$ cat config.mk
export PLATFORM = sky130hd
export DESIGN_NAME = pdm_playback_controller
export DESIGN_NICKNAME = d
export VERILOG_FILES = /design/src/rtl/pdm_playback_controller.sv
export SDC_FILE = /design/constraint.sdc
export NUM_CORES = 1
export LEC_CHECK = 0
export CORE_MARGIN = 4
export CORE_UTILIZATION = 40
export DETAILED_ROUTE_END_ITERATION = 16
export DONT_BUFFER_PORTS = 1
export REMOVE_ABC_BUFFERS = 1
export SETUP_SLACK_MARGIN = 0.3
export SYNTH_ARGS = -nofsm -noshare
export SYNTH_HDL_FRONTEND = slang
export SYNTH_SLANG_ARGS = --single-unit
$ cat constraint.sdc
create_clock -name clkout_sys -period 3.3 [get_ports clkout_sys]
set_input_delay 0.33 -clock clkout_sys [delete_from_list [all_inputs] [get_ports clkout_sys]]
set_output_delay 0.33 -clock clkout_sys [all_outputs]
set_load 0.1 [all_outputs]
$ cat src/rtl/pdm_playback_controller.sv
// PDM playback: streams recorded 32-bit BRAM words MSB-first to the audio pin.
// A one-word prefetch keeps the bitstream gap-free across word boundaries.
module pdm_playback_controller #(
  parameter int BIT_CYCLES = 100,
  parameter int NUM_WORDS  = 937,
  parameter int RD_LAT     = 2
) (
  input  logic        clkout_sys,
  input  logic        reset,
  input  logic        play_button,
  input  logic        stop_button,
  output logic        bram_enable,
  output logic [3:0]  bram_wea,
  output logic [15:0] bram_addr,
  input  logic [31:0] bram_data_out,
  output logic        audio_pwm,
  output logic        audio_sd,
  output logic        busy,
  output logic        done
);

  localparam int TW = (BIT_CYCLES > 1) ? $clog2(BIT_CYCLES) : 1;
  localparam int LW = (RD_LAT > 1) ? $clog2(RD_LAT) : 1;
  localparam logic [TW-1:0] T_LAST  = TW'(BIT_CYCLES - 1);
  localparam logic [LW-1:0] W_LAST  = LW'(RD_LAT - 1);
  localparam logic [10:0]   NW      = 11'(NUM_WORDS);
  localparam logic [9:0]    WP_LAST = 10'(NUM_WORDS - 1);

  typedef enum logic [1:0] {
    IDLE,
    PRIME,
    PLAY,
    DONE
  } state_t;

  state_t        state_q;
  logic          btn_q;
  logic [9:0]    idx_q;
  logic [9:0]    words_q;
  logic [31:0]   shift_q;
  logic [31:0]   next_q;
  logic [TW-1:0] timer_q;
  logic [4:0]    bit_q;
  logic [LW-1:0] wait_q;
  logic [LW-1:0] pf_q;
  logic          pf_act_q;
  logic          en_q;
  logic          pwm_q;
  logic          sd_q;
  logic          busy_q;
  logic          done_q;

  logic start_d;
  logic t_end_d;
  logic w_end_d;
  logic issue_d;

  assign start_d = play_button & ~btn_q;
  assign t_end_d = (timer_q == T_LAST);
  assign w_end_d = t_end_d && (bit_q == 5'd31);
  assign issue_d = ({1'b0, idx_q} < NW);

  assign bram_enable = en_q;
  assign bram_wea    = 4'b0000;
  assign bram_addr   = {1'b1, idx_q, 5'b00000};
  assign audio_pwm   = pwm_q;
  assign audio_sd    = sd_q;
  assign busy        = busy_q;
  assign done        = done_q;

  always_ff @(posedge clkout_sys or posedge reset) begin
    if (reset) begin
      state_q  <= IDLE;
      btn_q    <= 1'b0;
      idx_q    <= '0;
      words_q  <= '0;
      shift_q  <= '0;
      next_q   <= '0;
      timer_q  <= '0;
      bit_q    <= '0;
      wait_q   <= '0;
      pf_q     <= '0;
      pf_act_q <= 1'b0;
      en_q     <= 1'b0;
      pwm_q    <= 1'b0;
      sd_q     <= 1'b0;
      busy_q   <= 1'b0;
      done_q   <= 1'b0;
    end else begin
      btn_q  <= play_button;
      done_q <= 1'b0;
      unique case (state_q)
        IDLE: begin
          idx_q    <= '0;
          en_q     <= 1'b0;
          pwm_q    <= 1'b0;
          sd_q     <= 1'b0;
          pf_act_q <= 1'b0;
          if (start_d) begin
            state_q <= PRIME;
            en_q    <= 1'b1;
            busy_q  <= 1'b1;
            wait_q  <= '0;
          end
        end
        PRIME: begin
          if (stop_button) begin
            state_q <= IDLE;
            idx_q   <= '0;
            en_q    <= 1'b0;
            busy_q  <= 1'b0;
          end else if (wait_q == W_LAST) begin
            state_q  <= PLAY;
            shift_q  <= bram_data_out;
            pwm_q    <= bram_data_out[31];
            sd_q     <= 1'b1;
            idx_q    <= 10'd1;
            words_q  <= '0;
            bit_q    <= '0;
            timer_q  <= '0;
            pf_q     <= '0;
            // Word 1 is fetched during the first cycles of word 0.
            en_q     <= (NW > 11'd1);
            pf_act_q <= (NW > 11'd1);
          end else begin
            wait_q <= wait_q + 1'b1;
          end
        end
        PLAY: begin
          if (stop_button) begin
            state_q  <= IDLE;
            idx_q    <= '0;
            en_q     <= 1'b0;
            pf_act_q <= 1'b0;
            pwm_q    <= 1'b0;
            sd_q     <= 1'b0;
            busy_q   <= 1'b0;
          end else begin
            if (pf_act_q) begin
              if (pf_q == W_LAST) begin
                next_q   <= bram_data_out;
                idx_q    <= idx_q + 1'b1;
                en_q     <= 1'b0;
                pf_act_q <= 1'b0;
              end else begin
                pf_q <= pf_q + 1'b1;
              end
            end
            if (t_end_d) begin
              timer_q <= '0;
              bit_q   <= bit_q + 1'b1;
              shift_q <= shift_q << 1;
              pwm_q   <= shift_q[30];
              if (w_end_d) begin
                if (words_q == WP_LAST) begin
                  state_q  <= DONE;
                  done_q   <= 1'b1;
                  pwm_q    <= 1'b0;
                  sd_q     <= 1'b0;
                  en_q     <= 1'b0;
                  pf_act_q <= 1'b0;
                end else begin
                  shift_q <= next_q;
                  pwm_q   <= next_q[31];
                  words_q <= words_q + 1'b1;
                  if (issue_d) begin
                    en_q     <= 1'b1;
                    pf_act_q <= 1'b1;
                    pf_q     <= '0;
                  end
                end
              end
            end else begin
              timer_q <= timer_q + 1'b1;
            end
          end
        end
        DONE: begin
          state_q <= IDLE;
          idx_q   <= '0;
          busy_q  <= 1'b0;
        end
      endcase
    end
  end

endmodule

==> flow_summary.ini <==
[outcome]
status = completed

[route]
drc = 0
met1_length_um = 5430
drt_pass1_iterations = 4
met2_length_um = 5870
viasPerCell = 5.63
drtIter0Drc = 229
finalWirelength_um = 12400
routed.top_layer = met4
drtAntennaViolNets = 0
wire_per_inst_um = 17.3
dr_wl_met3_um = 978
dr_total_vias = 4022

[sta]
finalSetupViolCount = 0
slew_headroom = 0.289
rsz0062_at_grt = no
final_max_slew_viol_count = 0
whs_ns = 0.00559
hold_violations = 0
tightest_slew_ns = 1.07
period_needed_ns = 2.60
max_freq_mhz = 385
clock_skew_ns = 0.00430
final.setup.tns_ns = 0
period_share = 0.788

[place]
placed_area_sq_um = 5580
gp_congestion = 0.854
dp_hpwl_um = 8130
port_buffers = 0

[clock_tree]
cts_buffers = 9
cts.sinks = 106
cts_setup_buffers = 0
htreeDepth = 3
clock-root-buffer = clkbuf_16
clock_latency_ns = 0.36
path_clk_slew_ns = 0.07
cts_tree = built
cts.path.max_buffers = 2

[grt]
antenna_found_initial = 0
grt_pass1_wl_um = 20000
grt_max_degree = 65
grt_pass1_vias = 4021
grt_usage = 0.166
grt.overflow.total = 0

[floorplan]
std_cell_rows = 42
initial_core_util = 0.408
io_pins = 61
die_w_um = 124
die_height_um = 124
core_sq_um = 13200
die_area_sq_um = 15400

[synth]
syn_area_sq_um = 5380
synth_edf_count = 0
ys_seq_area_frac = 0.493
synthMuxAreaShare = 0.0837
synth-simple-area-share = 0.153
synthArstFlopShare = 1.00
synth_area_leaders = dfrtp_1 49%, mux2_2 6.7%, nor2_1 3.1%, nand2_1 3.0%, a21oi_1 2.9%
ys_types = 62
yosys.area.top_type = dfrtp_1
ys_seq_elements = 106
yosys_warnings = 0
synthFlopType = dfrtp_1
synth_compound_area_frac = 0.173
synth_top_family_by_area = compound AO/OA/AOI/OAI gates
synth_top_area_frac = 0.493
syn_avg_cell_area_sq_um = 10.1
synth_xor_xnor_area_share = 0.0228
synth_fa_ha_area_frac = 0.0256
netlist_instances = 535

[pwr]
power.density_nw_per_um2 = 696
leakagePower_uw = 0.00260
irDropWorstVdd_v = 0.000476

[critical_path]
cp.required_ns = 3.58
worstPathCellList = inv_1, ha_1, nor3b_1, nand4_1, a31oi_2, buf_4, a21oi_1, a31oi_1
r2r_cells = 8
critPathSlowestCell = a31oi_2
max_stage_delay_ns = 0.72
crit_arrival_ns = 2.88
path_class = reg -> reg
end_kind = flip-flop
path_max_fanout = 14
cp-start-kind = flip-flop

[cells_and_area]
nFillCells = 1273
fin_util = 0.447
drive_gt1_frac = 0.147
final_common_cell = dfrtp_1
nets = 580
multi_input_comb_area_sq_um = 2510
antenna_cells = 0
fin_area_sq_um = 5890
layout_common_cells = 106 x dfrtp_1, 45 x nor2_1, 43 x nand2_1
seqCellArea_sq_um = 2650
area_delta_synth_final_pct = 9.41

[min_path]
hold_class = in -> async

[run]
max-cap-violations = 0
## routing by layer
layer / global-route usage / vias to the layer above
met5: 0 / -
met4: 0.0376 / 0
met3: 0.0609 / 9
met2: 0.270 / 105
met1: 0.213 / 1989
li1: - / 1919
## state kept, by name, summed over array words and instances (netlist names)
signal       count
next_q          32
words_q         10
wait_q           1
pf_act_q         1
btn_q            1
state_q          2
bram_enable      1
audio_pwm        1
pf_q             1
bit_q            5
audio_sd         1
busy             1
done             1
idx_q           10
shift_q         31
timer_q          7
## worst paths after layout
kind                            slack (ns)     endpoint        start
worst max register to register        0.70  shift_q[24]   words_q[0]
min in group clkout_sys               0.04     idx_q[0]  stop_button
worst max-delay path                  0.70  shift_q[24]   words_q[0]
worst min-delay path                 0.006        btn_q        reset
worst min register to register        0.48     bit_q[4]     bit_q[4]
max in group asynchronous             2.48  shift_q[23]        reset
## final cells by class
class / instances / area share
multi-input cells: 385 / 0.427
inverters: 11 / 0.00744
well taps: 176 / 0.0374
clock buffers: 9 / 0.0382
flip-flops and latches: 106 / 0.450
clock inverters: 7 / 0.0117
repair buffers: 20 / 0.0280
## where the power goes
part           internal (uW)  switching [uW]
Combinational            395             692
Sequential              1570             359
Clock                    587             495
Total                   2550            1550
## cell families (layout without fill, tap and decap cells)
family / after synthesis / in the layout
muxes: 41 / 41
AOI/OAI and AO/OA: 146 / 146
buffers and inverters: 52 / 47
xor gates and xnor gates: 14 / 14
DFF: 106 / 106
other: 2 / 10
and+or+nand+nor: 163 / 163
adders and majority gates: 11 / 11
## timing repair
item	in CTS	in global routing
endpoints found under the hold margin	1	0
resized for setup	0	1
endpoints found under the setup margin	0	1
hold buffers	1	0
## worst max-delay path: cells and delay by family (launching register included)
family | cells | cell delay (ns)
buffers and inverters | 2 | 0.38
DFF | 1 | 0.42
and+or+nand+nor | 2 | 0.58
AOI/OAI and AO/OA | 3 | 0.99
adders and majority gates | 1 | 0.15
## synth_stat cells (11+ instances only)
cell / number
o211ai_1: 15
nor2_1: 45
a31oi_1: 19
dfrtp_1: 106
clkbuf_1: 19
ha_1: 11
a21oi_1: 31
nand3_1: 17
nand2_1: 43
a22oi_1: 20
o21ai_1: 11
mux2_2: 32
o21ai_0: 25
## through the flow
stage / power [uW] / setup WS (ns) / std cells
6_report: 4100 / 0.699 / 714
5_1_grt: 4360 / 0.478 / 714
3_3_place_gp: 3000 / 0.734 / 697
4_1_cts: 4130 / 0.553 / 714
2_1_floorplan: 2710 / -0.300 / 502
3_5_place_dp: 3030 / 0.603 / 697
Note: power is estimated with default switching activity, not from simulation.
